[src/rtl/ad_ip_jesd204_tpl_dac_sync_seq.sv]
// Start/sync sequencer for the JESD204 TPL DAC datapath (link_clk domain).
// Define AD_TPL_DAC_SYNC_TIMEOUT_EN to enable the armed-state timeout.
module ad_ip_jesd204_tpl_dac_sync_seq #(
  parameter int DELAY_WIDTH   = 8,
  parameter int TIMEOUT_WIDTH = 16,
  parameter int COUNT_WIDTH   = 8
) (
  input  logic                     link_clk,
  input  logic                     link_resetn,
  input  logic                     arm,
  input  logic                     disarm,
  input  logic                     ext_sync_ctl,
  input  logic                     dac_external_sync,
  input  logic                     link_ready,
  input  logic [DELAY_WIDTH-1:0]   delay_cfg,
  input  logic [TIMEOUT_WIDTH-1:0] timeout_cfg,
  input  logic                     status_clr,
  output logic                     datapath_enable,
  output logic                     dds_sync,
  output logic                     armed,
  output logic                     link_lost,
  output logic                     timeout_err,
  output logic [COUNT_WIDTH-1:0]   sync_count
);

  typedef enum logic [2:0] {
    IDLE       = 3'd0,
    WAIT_READY = 3'd1,
    ARMED      = 3'd2,
    ALIGN      = 3'd3,
    RUN        = 3'd4
  } state_t;

  localparam logic [DELAY_WIDTH-1:0] DELAY_ONE = 1;
  localparam logic [COUNT_WIDTH-1:0] COUNT_ONE = 1;

  state_t                   state_q, state_d;
  logic                     ext_q;
  logic [DELAY_WIDTH-1:0]   delay_q;
  logic                     datapath_enable_q;
  logic                     dds_sync_q;
  logic                     armed_q;
  logic                     link_lost_q;
  logic [COUNT_WIDTH-1:0]   sync_count_q;
  logic                     ext_edge;
  logic                     tmo_expire;
  logic                     lost_set;
  logic                     tmo_set;

  assign ext_edge = dac_external_sync & ~ext_q;

  always_comb begin
    state_d  = state_q;
    lost_set = 1'b0;
    tmo_set  = 1'b0;
    case (state_q)
      IDLE: begin
        if (arm && !disarm) state_d = WAIT_READY;
      end
      WAIT_READY: begin
        if (disarm)          state_d = IDLE;
        else if (arm)        state_d = WAIT_READY;
        else if (link_ready) state_d = ext_sync_ctl ? ARMED : ALIGN;
      end
      ARMED: begin
        // A sync edge coinciding with timeout expiry still proceeds to ALIGN.
        if (disarm)                   state_d = IDLE;
        else if (!link_ready || arm)  state_d = WAIT_READY;
        else if (ext_edge)            state_d = ALIGN;
        else if (tmo_expire) begin
          state_d = IDLE;
          tmo_set = 1'b1;
        end
      end
      ALIGN: begin
        if (disarm)                   state_d = IDLE;
        else if (!link_ready || arm)  state_d = WAIT_READY;
        else if (delay_q == delay_cfg) state_d = RUN;
      end
      RUN: begin
        if (disarm) state_d = IDLE;
        else if (!link_ready) begin
          state_d  = IDLE;
          lost_set = 1'b1;
        end else if (arm) state_d = WAIT_READY;
      end
      default: state_d = IDLE;
    endcase
  end

  always_ff @(posedge link_clk or negedge link_resetn) begin
    if (!link_resetn) begin
      state_q           <= IDLE;
      ext_q             <= 1'b0;
      delay_q           <= '0;
      datapath_enable_q <= 1'b0;
      dds_sync_q        <= 1'b0;
      armed_q           <= 1'b0;
      link_lost_q       <= 1'b0;
      sync_count_q      <= '0;
    end else begin
      state_q           <= state_d;
      ext_q             <= dac_external_sync;
      delay_q           <= (state_q == ALIGN && state_d == ALIGN) ? delay_q + DELAY_ONE : '0;
      datapath_enable_q <= (state_d == RUN);
      dds_sync_q        <= (state_d == RUN) && (state_q != RUN);
      armed_q           <= (state_d == WAIT_READY) || (state_d == ARMED);
      link_lost_q       <= lost_set | (link_lost_q & ~status_clr);
      if (state_d == RUN && state_q != RUN) sync_count_q <= sync_count_q + COUNT_ONE;
    end
  end

`ifdef AD_TPL_DAC_SYNC_TIMEOUT_EN
  localparam logic [TIMEOUT_WIDTH-1:0] TMO_ONE = 1;
  logic [TIMEOUT_WIDTH-1:0] tmo_q;
  logic                     timeout_err_q;

  // tmo_q counts completed ARMED cycles, so expiry leaves exactly timeout_cfg ARMED cycles.
  assign tmo_expire = (timeout_cfg != '0) && ((tmo_q + TMO_ONE) == timeout_cfg);

  always_ff @(posedge link_clk or negedge link_resetn) begin
    if (!link_resetn) begin
      tmo_q         <= '0;
      timeout_err_q <= 1'b0;
    end else begin
      tmo_q         <= (state_q == ARMED && state_d == ARMED) ? tmo_q + TMO_ONE : '0;
      timeout_err_q <= tmo_set | (timeout_err_q & ~status_clr);
    end
  end

  assign timeout_err = timeout_err_q;
`else
  logic unused_timeout;
  assign unused_timeout = ^{timeout_cfg, tmo_set};
  assign tmo_expire     = 1'b0;
  assign timeout_err    = 1'b0;
`endif

  assign datapath_enable = datapath_enable_q;
  assign dds_sync        = dds_sync_q;
  assign armed           = armed_q;
  assign link_lost       = link_lost_q;
  assign sync_count      = sync_count_q;

endmodule
[config.mk]
export PLATFORM = sky130hd
export DESIGN_NAME = ad_ip_jesd204_tpl_dac_sync_seq
export DESIGN_NICKNAME = d
export VERILOG_FILES = /design/src/rtl/ad_ip_jesd204_tpl_dac_sync_seq.sv
export SDC_FILE = /design/constraint.sdc
export NUM_CORES = 1
export LEC_CHECK = 0
export ABC_AREA = 1
export CORE_ASPECT_RATIO = 0.5
export CORE_MARGIN = 5
export CORE_UTILIZATION = 40
export CTS_CLUSTER_SIZE = 24
export DETAILED_ROUTE_END_ITERATION = 7
export DONT_BUFFER_PORTS = 1
export SETUP_SLACK_MARGIN = 0.4
export SYNTH_ARGS = -nofsm -noshare
export SYNTH_HDL_FRONTEND = slang
export SYNTH_SLANG_ARGS = --single-unit
[constraint.sdc]
create_clock -name link_clk -period 3.5 [get_ports link_clk]
set_input_delay 0.7 -clock link_clk [delete_from_list [all_inputs] [get_ports link_clk]]
set_output_delay 0.7 -clock link_clk [all_outputs]
set_load 0.1 [all_outputs]
==> results.md <==
* Outcome: complete, no violations
* DR DRC count at 0
* Die H at around 52 µm
* WL final at ~2700 µm
* Critical path peak fanout at 5
* Syn Std Cell Area at between 1000 and 1500 µm²
* Setup TNS at 0 ps
* Grt total ovfl at 0
* Worst slew pin tran at about 1000 ps
* Starting density of the core at roughly two fifths
* Highest Clock Rate at slightly above 0.5 GHz
* Minimum clock period at 1970 ps
* Vias/cell at 4.79
* Distinct cells, synth at 26
* CP Class: reg2out
* CTS tree: done
* DR iter-0 viols at 68
* Max-Cap Viols at 0
* Crit. End Element: output pin
* WP data arrival at ~1300 ps
* PortBufs at 0
* Post-Synthesis Cells at roughly 190
* Placed instance count at ~240
* CP required at roughly 2800 ps
* H-tree Lvls at 1
* Clk Tree Root Cell: clkbuf_8
* Leak at ~0.77 nW
* CORE AREA at 3450 µm²
* Layout Nets at approximately 230
* Final worst path period share at ~56%
* Number of diodes at 0
* Synth Warn # at 0
* Fin. max-slew vios at 0
* Num CTS Buffers at 3
* Share of cells above drive strength 1 at 10.5%
* Worst skew pair latency at between 200 and 300 ps
* Clk buf depth at 2
* Synth-to-Final Area Change at 7.99%
* Tot GR Track Use at between 10% and 20%
* Sink Count at 24
* Reg clk slew, reported paths at 80 ps
* Setup crit start kind: register
* I/O pin count at 45
* Crit path depth at 0
* Post-cts sizing count at 0
* Vias after detailed routing at 1154
* VDD IR max at 148 µV
* Relative slew slack at 33.5%
* Mean Syn Cell Area at just under 8 µm²
* Antenna-violating nets left at 0
* GPL Wtd Cong at just under 0.9
* FP Rows at 15
* Worst r2r path cells at 6
* Final Hold Viols at 0
* Final setup vio count at 0
* Class of the most critical hold timing path: in2async
* Hold bufs inserted after CTS at 0
* Sequential fraction of the synthesis area at 41.7%
* Wirelength per Cell at about 11 µm
* Post CTS Setup Buffer Count at 0
* RSZ-0062 raised after global routing: no
* Layout Cells excl Fill at approximately 240
* DR pass1 iterations at 4
* Clock Skews at 2.12 ps
* First-pass GRT wire length at between 4000 and 5000 µm
* Vias in the first global route at 1113
* Layout fillers at about 370
* Die width at approximately 95 µm
* Net Count, Synth at 220
* Power Dens Cells at about 310 nW/µm²
* DP HPWL at 2120 µm
* Largest net degree at the start of global routing at 25
* Initial antenna violation count at 0
* DIE AREA at around 5000 µm²
* Yosys reg bits at 24
==> cells in the final DEF, fill, tap and decap left out, drive strengths merged, types with 5 or more instances in the layout <==
| cell | n |
|---|---|
| nand2 | 57 |
| inv | 29 |
| dfrtp | 24 |
| nor2 | 20 |
| nand4 | 10 |
| nand3 | 9 |
| nor3 | 8 |
| xnor2 | 7 |
| xor2 | 7 |
| o21ai | 5 |
==> registers in the layout (all words and copies together) (netlist names) <==
signal	flops
sync_count	8
datapath_enable	1
state_q	3
armed	1
link_lost	1
dds_sync	1
delay_q	8
ext_q	1
==> logic make-up (layout without fill, tap and decap cells) <==
family,Yosys count,count (layout),share of synthesized area (%)
compound gates,8,8,3.30
xor+xnor,14,14,8.51
fa+ha+maj,2,2,1.74
buf+inv,31,35,8.43
flops,24,24,41.7
other cells,1,1,0.260
simple gates,106,106,36.1
==> cells in the mapped netlist <==
cell,count,share of area [%]
nand2_2,1,0.43
xor2_1,7,4.3
inv_2,5,1.3
xnor2_1,7,4.3
buf_4,1,0.52
nand3_4,2,2.4
o21ai_2,1,0.61
o21ai_1,2,0.70
nor2_1,16,4.2
conb_1,1,0.26
ha_1,2,1.7
o32ai_1,1,0.61
inv_1,24,6.3
a21oi_1,2,0.70
nand4_1,9,3.9
nor2_2,1,0.43
nor3_1,8,2.8
dfrtp_1,24,42
nor2_8,1,1.4
nand2_1,56,15
nor3b_1,2,1.0
nand4_2,1,0.87
o21ai_0,2,0.70
nor2_4,2,1.6
nand3_1,7,2.4
buf_2,1,0.35
==> stage by stage <==
| stage | setup slack [ps] | util (%) | total power, W | area [µm²] | hold WS (ps) |
|---|---|---|---|---|---|
| 2_1_floorplan | 1600 | - | 0.000333 | 1440 | 404 |
| 3_3_place_gp | 1590 | 43.8 | 0.000337 | 1510 | 405 |
| 3_5_place_dp | 1560 | 43.8 | 0.000338 | 1510 | 405 |
| 4_1_cts | 1520 | 45.0 | 0.000496 | 1560 | 117 |
| 5_1_grt | 1440 | 45.0 | 0.000512 | 1560 | 106 |
| 6_report | 1530 | 45.0 | 0.000489 | 1560 | 125 |
==> power by group <==
part	total [W]	internal (W)	switching [W]
Sequential	0.000294	0.000280	0.0000140
Clock	0.000157	0.0000768	0.0000805
Combinational	0.0000377	0.0000113	0.0000264
Total	0.000489	0.000368	0.000121
==> final timing paths <==
check / end / from / slack (ps)
max: sync_count[4] / sync_count[4] / 1530
min: sync_count[1] / link_resetn / 130
max reg2reg: sync_count[7] / sync_count[3] / 1550
min reg2reg: delay_q[0] / delay_q[0] / 530
max in group asynchronous: delay_q[4] / link_resetn / 3300
min in group link_clk: ext_q / dac_external_sync / 460
==> routing by layer <==
metal | part of all wire [%] | track usage (%) | vias to the layer above | wire length [µm]
met3 | 5.8 | 3.73 | 2 | 159
met5 | 0 | 0 | - | 0
li1 | - | - | 591 | -
met1 | 47 | 15.7 | 534 | 1290
met4 | 0.47 | 3.83 | 0 | 13
met2 | 47 | 20.7 | 27 | 1280
==> final cells by class <==
class / instances / area, µm² / share of cell area [%]
multi-input combinational: 131 / 718 / 46.2
tap: 51 / 63.8 / 4.10
sequential: 24 / 601 / 38.6
clock buffer: 3 / 41.3 / 2.65
inverter: 29 / 109 / 7.00
timing repair buffer: 3 / 22.5 / 1.45
Power figures use the tool's default switching activity.
